### config.mk
export PLATFORM = sky130hd
export DESIGN_NAME = sync_fifo_ctrl
export DESIGN_NICKNAME = d
export VERILOG_FILES = /design/src/rtl/sync_fifo_ctrl.sv
export SDC_FILE = /design/constraint.sdc
export NUM_CORES = 1
export LEC_CHECK = 0
export ABC_AREA = 1
export CAP_MARGIN = 5
export CORE_MARGIN = 4
export CORE_UTILIZATION = 34
export DETAILED_ROUTE_END_ITERATION = 8
export MAX_ROUTING_LAYER = met4
export PLACE_DENSITY = 0.76
export REMOVE_ABC_BUFFERS = 1
export SETUP_SLACK_MARGIN = 0.1
export SLEW_MARGIN = 20
export SYNTH_ARGS = -nofsm -noshare
export SYNTH_HDL_FRONTEND = slang
export SYNTH_SLANG_ARGS = --single-unit
### constraint.sdc
create_clock -name clk -period 1.85 [get_ports clk]
set_input_delay 0.555 -clock clk [delete_from_list [all_inputs] [get_ports clk]]
set_output_delay 0.555 -clock clk [all_outputs]
set_load 0.01 [all_outputs]
### src/rtl/sync_fifo_ctrl.sv
// sync_fifo_ctrl: synchronous FIFO controller driving an external 1-cycle-latency memory
// Ports:
//   clk, rstn (async active-low)
//   push/push_data             : write request and word
//   pop -> pop_valid/pop_data  : read request, data one cycle later
//   full/empty/almost_full     : registered status flags
//   count                      : stored words, 0..DEPTH
//   mem_write_en/addr/data     : memory write port
//   mem_read_en/addr, mem_read_data : memory read port
//   overflow/underflow         : sticky error flags, present when SYNC_FIFO_ERR_FLAGS_EN is defined
module sync_fifo_ctrl #(
  parameter int DATA_WIDTH = 8,
  parameter int ADDR_WIDTH = 4,
  parameter int AF_MARGIN  = 2
) (
  input  logic                  clk,
  input  logic                  rstn,
  input  logic                  push,
  input  logic [DATA_WIDTH-1:0] push_data,
  input  logic                  pop,
  output logic [DATA_WIDTH-1:0] pop_data,
  output logic                  pop_valid,
  output logic                  full,
  output logic                  empty,
  output logic                  almost_full,
  output logic [ADDR_WIDTH:0]   count,
  output logic                  mem_write_en,
  output logic [ADDR_WIDTH-1:0] mem_write_addr,
  output logic [DATA_WIDTH-1:0] mem_write_data,
  output logic                  mem_read_en,
  output logic [ADDR_WIDTH-1:0] mem_read_addr,
`ifdef SYNC_FIFO_ERR_FLAGS_EN
  output logic                  overflow,
  output logic                  underflow,
`endif
  input  logic [DATA_WIDTH-1:0] mem_read_data
);
  localparam int CW = ADDR_WIDTH + 1;
  localparam int DEPTH = 1 << ADDR_WIDTH;
  logic [CW-1:0] wr_ptr_q, rd_ptr_q, count_q, count_d;
  logic full_q, empty_q, af_q, pop_valid_q;
  logic push_ok, pop_ok;
  // memory strobes are gated by rstn so nothing reaches the memory while reset is held
  assign push_ok = push & ~full_q & rstn;
  assign pop_ok = pop & ~empty_q & rstn;
  assign count_d = count_q + CW'(push_ok) - CW'(pop_ok);
  assign mem_write_en = push_ok;
  assign mem_write_addr = wr_ptr_q[ADDR_WIDTH-1:0];
  assign mem_write_data = push_data;
  assign mem_read_en = pop_ok;
  assign mem_read_addr = rd_ptr_q[ADDR_WIDTH-1:0];
  assign pop_data = mem_read_data;
  assign pop_valid = pop_valid_q;
  assign full = full_q;
  assign empty = empty_q;
  assign almost_full = af_q;
  assign count = count_q;
  always_ff @(posedge clk or negedge rstn) begin
    if (!rstn) begin
      wr_ptr_q <= '0;
      rd_ptr_q <= '0;
      count_q <= '0;
      full_q <= 1'b0;
      empty_q <= 1'b1;
      af_q <= 1'b0;
      pop_valid_q <= 1'b0;
    end else begin
      wr_ptr_q <= wr_ptr_q + CW'(push_ok);
      rd_ptr_q <= rd_ptr_q + CW'(pop_ok);
      count_q <= count_d;
      full_q <= count_d == CW'(DEPTH);
      empty_q <= count_d == '0;
      af_q <= count_d >= CW'(DEPTH - AF_MARGIN);
      pop_valid_q <= pop_ok;
    end
  end
`ifdef SYNC_FIFO_ERR_FLAGS_EN
  logic overflow_q, underflow_q;
  assign overflow = overflow_q;
  assign underflow = underflow_q;
  always_ff @(posedge clk or negedge rstn) begin
    if (!rstn) begin
      overflow_q <= 1'b0;
      underflow_q <= 1'b0;
    end else begin
      overflow_q <= overflow_q | (push & full_q);
      underflow_q <= underflow_q | (pop & empty_q);
    end
  end
`endif
endmodule
# Word-level counts from Yosys, hierarchy flattened
# Cells that the tools add are included.
# op_classes
addsub	4
magnitude_cmp	1
n_eq_ne	1
bitwise	6
reduce_logical	1
# op_table
op	n
adder 5 x 1 -> 5 bit	3
equality test 5 bit (second input constant)	1
greater-or-equal comparator 5 x 4 -> 1 bit (second input constant)	1
logical NOT 5 bit	1
subtractor 5 x 1 -> 5 bit	1
AND 1 bit	4
NOT 1 bit	2
# totals
ff_bits	19
in_bits	20
out_inout_bits	35
wordCells	20

# Depth between registers and ports, before layout
# Gate-level depths: netlist (run 1).
# depth
word_depth	6
depth_mapped	14
mapped_depth_nobuf	14

# Least setup slack after synthesis (run 1)
# OpenSTA, ideal clock, no wires.
# synth_timing
path_type	input port to flip-flop
start	in push
end	reg empty_q, in the netlist empty
t_arrival_ps	2173
required_ps	1783
path_slack_ps	-390
stages	12
path_cell_list	nand2_1 nor2_1 nand2_1 nand2_1 ha_1 inv_1 fa_1 inv_1 or2_1 nor2_2 nand3_1 nor2_1
# synth_via
elab_chain_len	5
# synth_rtl
element	line_no	text
start, declared	18	input logic push,
AND 1 bit (2 in a row)	44	assign push_ok = push & ~full_q & rstn;
via mem_write_en	27	output logic mem_write_en,
adder 5 x 1 -> 5 bit	46	assign count_d = count_q + CW'(push_ok) - CW'(pop_ok);
subtractor 5 x 1 -> 5 bit	46	
via count_d[1]	40	logic [CW-1:0] wr_ptr_q, rd_ptr_q, count_q, count_d;
logical NOT 5 bit	72	empty_q <= count_d == '0;
end signal, assigned	64	empty_q <= 1'b1;
end signal, assigned	72	
end, declared	41	logic full_q, empty_q, af_q, pop_valid_q;
# The timed path passes the listed nets, and every way through them passes these cells.

# Worst setup path after layout (run 1)
# layout_timing
start	reg empty_q, in the netlist empty
end	reg empty_q, in the netlist empty
# layout_via
elab_chain_len	5
# layout_rtl
element	line_no	text
NOT 1 bit	45	assign pop_ok = pop & ~empty_q & rstn;
AND 1 bit (2 in a row)	45	
subtractor 5 x 1 -> 5 bit	46	
via count_d[1]	40	
logical NOT 5 bit	72	
# The timed path passes the listed nets, and every way through them passes these cells.

==> results of run 1 <==
## final timing paths
check	startpoint	endpoint	slack, ns	depth (start not counted)
min reg2reg	wr_ptr_q[3]	wr_ptr_q[3]	0.48	1
min	rstn	count[3]	0.23	2
max in group asynchronous	rstn	empty	1.40	2
min in group clk	wr_ptr_q[3]	wr_ptr_q[3]	0.48	1
max reg2reg	empty	empty	-0.37	13
max	empty	empty	-0.37	13
## worst reg2reg max path: stages, from the launching register on
cell,delay [ns]
dfstp_2,0.56
inv_2,0.05
nand3_4,0.07
buf_6,0.11
nand2_4,0.04
nand2_4,0.07
ha_4,0.13
inv_2,0.03
fa_1,0.51
inv_1,0.07
or2_1,0.22
nor2_2,0.09
nand3_2,0.09
nor2_1,0.11
## report_power, final
group | total [mW] | switching [mW] | internal, mW | leakage, nW
clock | 0.209 | 0.124 | 0.0843 | 0.0150
combinational | 1.72 | 0.957 | 0.760 | 0.498
sequential | 0.730 | 0.155 | 0.575 | 0.201
## metrics by stage
stage               cell area, µm²  std cells  utilization (%)  total power, mW  setup TNS [ns]
floorplan                      836         90                -             1.53           -1.24
global route                  1350        165             52.4             2.88           -1.97
CTS                           1250        162             48.8             2.45           -1.27
detailed placement            1170        152             45.5             2.23           -7.11
global placement              1170        152             45.5             2.18           -6.72
finish                        1350        165             52.4             2.66           -1.35
## cell families (layout without fill, tap and decap cells)
kind of cell	after synthesis	after routing	synth area share, %
buffers and inverters	32	61	18.8
adder cells (fa/ha/maj)	8	8	11.3
XOR/XNOR	3	3	2.75
AND/OR/NAND/NOR	43	43	20.5
AO/OA/AOI/OAI	3	3	1.96
flip-flops	17	17	44.6
## final cells by class
class	instances	area, µm²	share of cell area (%)
repair buffers	41	345	25.7
clock buffers	4	26.3	1.95
multi-input cells	57	449	33.4
well taps	30	37.5	2.79
inverters	16	60.1	4.46
flip-flops and latches	17	428	31.8
## flip-flops by register name, summed over array words and instances, names as in the netlist
| name | cells |
|---|---|
| almost_full | 1 |
| count | 5 |
| empty | 1 |
| full | 1 |
| pop_valid | 1 |
| rd_ptr_q | 4 |
| wr_ptr_q | 4 |
## metal layers
| metal | routed length (µm) | vias up | track usage [%] |
|---|---|---|---|
| li1 | - | 376 | - |
| met1 | 1050 | 373 | 16.9 |
| met2 | 1250 | 43 | 21.6 |
| met3 | 243 | 4 | 6.92 |
| met4 | 53 | 0 | 3.72 |
| met5 | 0 | - | - |
## cells in the final DEF (no fill, tap or decap), types with 3 or more instances in the layout
master,n
buf_6,3
nand2_1,13
dlygate4sd2_1,13
nor2_4,3
ha_1,6
dfrtp_1,15
nand2_2,6
inv_2,6
nand3_1,6
nor2_1,3
nand3_2,4
buf_4,17
inv_1,10
clkbuf_4,3
## repair_timing
action                     CTS  global route
setup buffers                6             3
pin swaps                   12            11
gates cloned                 0             0
setup endpoints to repair   23            12
resized for setup           43            22
hold buffers                 0             0
==> impl_metrics.yaml, run 1 <==
status:
  run_status: "complete, but fails checks"
  violations: "setup timing"
synth:
  synth.area.top_cells: "dfrtp_1 42%, buf_4 13%, ha_1 9.2%"
  avgSynthCellArea_um2: 9.02
  netlist_area_um2: 956
  synth_top_area_share_pct: 41.9
  postSynthCellCount: 106
  ys_warn_count: 0
  synth_common_cells: "19 x nand2_1, 16 x buf_4, 16 x dfrtp_1"
  yosysMostFrequentCell: "nand2_1"
  yosys.area.top_type: "dfrtp_1"
  async_flop_share_pct: 100
  ys_ff_latch: 17
  synth_edf_count: 0
  synthFlopType: "dfrtp_1"
  ys_seq_area_share_pct: 44.6
  yosys.cell_types.count: 19
die:
  ios: 55
  die_area_mm2: 0.00372
  rows: 18
  initial_core_util_pct: 37.2
  fp.dieH_um: 61.0
  die_w_um: 61.0
  fp.coreArea_mm2: 0.00257
cells_and_area:
  final_layout_size_suffix_gt1_share_pct: 40.7
  nets: 164
  fill_cells: 237
  antenna_cells: 0
  syn_to_final_growth_pct: 40.8
critical_path:
  end_kind: "register"
  slowest_stage: "dfstp_2"
  cp.arrival_ns: 2.47
  cp-start-kind: "register"
  cp_data_required_time_ns: 2.10
  max_stage_delay_ns: 0.56
  critical_path_buf_inv_count: 4
  cp_cell_sequence: "inv_2 -> nand3_4 -> buf_6 -> nand2_4 -> nand2_4 -> ha_4 -> inv_2 -> fa_1 -> inv_1 -> or2_1 -> nor2_2 -> nand3_2 -> nor2_1"
  path_delay_family: "simple AND/OR/NAND/NOR gates"
  cp_max_fo: 2
  path_class: "reg2reg"
placed_design:
  io_buffers: 22
  hpwl_um: 1740
  place_congestion: 0.807
  dp_slack_ns: -0.961
power:
  ir_drop_v: 0.00130
  leakage_nw: 0.714
  power_density_mw_per_mm2: 1970
global_route:
  antenna_found_initial: 0
  grt_max_degree: 10
  grt_pass1_vias: 820
  grt_usage_pct: 14.2
  grt_remaining_overflow: 0
  grt_first_pass_wirelength_um: 3710
sta:
  relSlewSlack_pct: 78.8
  fmax_ghz: 0.451
  finalHoldViolCount: 0
  min_period_ns: 2.22
  fin_ws_ns: -0.369
  finalMaxSlewViolations: 0
  fin_skew_ns: 0.00552
  hold_ws_ns: 0.226
  fin_crit_sh_pct: 120
  rsz0062_at_grt: "yes"
  tightestPinTransition_ns: 0.318
  setup_viol: 6
routing:
  drt_first_pass_iters: 4
  drcViolationCount: 0
  drt_wl_total_um: 2600
  dr.first_iter.drc_count: 11
  vias: 796
  antenna_left: 0
  wire_per_inst_um: 15.8
  vias_per_cell: 4.82
clock_tree:
  numCtsBuffers: 3
  cts.clk_slew.worst_paths_ns: 0.10
  clockRootBuffer: "clkbuf_4"
  h-tree-depth: 1
  clock-sinks: 17
  clk_latency_ns: 0.30
  cts_tree: "built"
  clockBufferDepth: 2
run:
  max_cap_viol_count: 0
min_path:
  min_path_type: "in2async"
(Power assumes the default switching activity.)
==> run 2, diff against run 1 <==
- CORE_UTILIZATION: 34 -> 35
- CTS_BUF_LIST: default -> sky130_fd_sc_hd__clkbuf_2
- HOLD_SLACK_MARGIN: default -> 0.02
- PLACE_DENSITY: 0.76 -> 0.78
==> impl_metrics.yaml, run 2 (synthesis results as in run 1) <==
status:
  run_status: "complete, but fails checks"
  violations: "setup timing"
global_route:
  grt_pass1_vias: 954
  grt_remaining_overflow: 0
  antenna_found_initial: 0
  grt_usage_pct: 15.6
  grt_first_pass_wirelength_um: 4150
  grt_max_degree: 11
placed_design:
  hpwl_um: 1640
  place_congestion: 0.829
  io_buffers: 22
  dp_slack_ns: -0.951
sta:
  fmax_ghz: 0.451
  finalMaxSlewViolations: 0
  finalHoldViolCount: 0
  rsz0062_at_grt: "yes"
  hold_ws_ns: 0.213
  relSlewSlack_pct: 81.0
  fin_skew_ns: 0.00619
  min_period_ns: 2.22
  tightestPinTransition_ns: 0.286
  setup_viol: 7
  fin_crit_sh_pct: 120
  fin_tns_setup_ns: -1.40
  fin_ws_ns: -0.368
routing:
  wl_met1_um: 948
  dr_wl_met3_um: 259
  routed.top_layer: "met4"
  route.met2.wl_um: 1450
  drt_wl_total_um: 2710
  dr.first_iter.drc_count: 29
  vias: 860
  drcViolationCount: 0
  wire_per_inst_um: 15.0
  antenna_left: 0
  drt_first_pass_iters: 4
  vias_per_cell: 4.78
die:
  rows: 18
  die_w_um: 60.3
  die_area_mm2: 0.00363
  initial_core_util_pct: 37.6
  ios: 55
  fp.coreArea_mm2: 0.00254
  fp.dieH_um: 60.3
clock_tree:
  clk_latency_ns: 0.29
  h-tree-depth: 1
  cts_tree: "built"
  cts_hold_buf: 0
  clockBufferDepth: 2
  clockRootBuffer: "clkbuf_2"
  cts.clk_slew.worst_paths_ns: 0.17
  numCtsBuffers: 3
  clock-sinks: 17
cells_and_area:
  largest_reg_flops: 5
  antenna_cells: 0
  most-common-layout-cells: "26 x buf_4, 16 x dfrtp_1, 15 x dlygate4sd2_1"
  mostFrequentLayoutCell: "buf_4"
  syn_to_final_growth_pct: 53.0
  final_layout_size_suffix_gt1_share_pct: 45.3
  nets: 179
power:
  leakage_nw: 0.795
  power_density_mw_per_mm2: 1910
  power_mw: 2.79
  ir_drop_v: 0.00112
critical_path:
  cp.arrival_ns: 2.45
  cp_cell_sequence: "inv_2 -> nand3_4 -> buf_6 -> nand2_2 -> nand2_2 -> ha_4 -> inv_2 -> fa_1 -> inv_1 -> or2_1 -> nor2_2 -> nand3_1 -> nor2_1"
  cp_data_required_time_ns: 2.08
  end_kind: "register"
  cp_max_fo: 2
  slowest_stage: "dfstp_2"
  cp-start-kind: "register"
  path_class: "reg2reg"
  max_stage_delay_ns: 0.58
run:
  max_cap_viol_count: 0
min_path:
  min_path_type: "in2async"
run 2: critical path, delay by kind of cell (launching register included):
kind                     cells  cell delay, ns
buffers and inverters        4            0.25
AND/OR/NAND/NOR              7            0.67
adder cells (fa/ha/maj)      2            0.65
flip-flops                   1            0.58
run 2: worst paths after layout:
kind | start | end | slack (ns) | depth (start not counted)
setup reg to reg | empty | full | -0.37 | 13
setup / recovery | empty | full | -0.37 | 13
min in group clk | wr_ptr_q[0] | wr_ptr_q[0] | 0.51 | 1
max in group asynchronous | rstn | empty | 1.40 | 2
hold / removal | rstn | wr_ptr_q[2] | 0.21 | 2
hold reg to reg | wr_ptr_q[0] | wr_ptr_q[0] | 0.51 | 1
run 2: area by class of cell:
type / instances / area, µm²
clock buffers: 3 / 15.0
multi-input cells: 57 / 439
fillers: 196 / 1080
inverters: 16 / 60.1
well taps: 30 / 37.5
flip-flops and latches: 17 / 427
clock inverters: 1 / 5.00
repair buffers: 56 / 479
run 2: through the flow:
stage                     utilization, %  std cells  instance area [µm²]
final                               57.5        180                 1460
after global routing                57.5        180                 1460
after CTS                           55.7        179                 1420
after detailed placement            45.6        151                 1160
after global placement              45.6        151                 1160
after floorplan                        -         90                  836
run 2: repair_timing:
item / 4_1_cts / 5_1_grt
endpoints found under the setup margin: 25 / 13
pin swaps: 11 / 7
resized for setup: 60 / 13
buffers inserted: 28 / 4
run 2: metal layers:
| metal | track usage (%) | vias to the layer above |
|---|---|---|
| li1 | - | 400 |
| met1 | 15.1 | 410 |
| met2 | 29.0 | 46 |
| met3 | 6.26 | 4 |
| met4 | 2.85 | 0 |
| met5 | - | - |
run 2: power by group:
group,leakage [nW],internal [mW],switching [mW]
clock,0.0164,0.0491,0.119
combinational,0.577,0.952,0.997
sequential,0.202,0.571,0.107
total,0.795,1.57,1.22
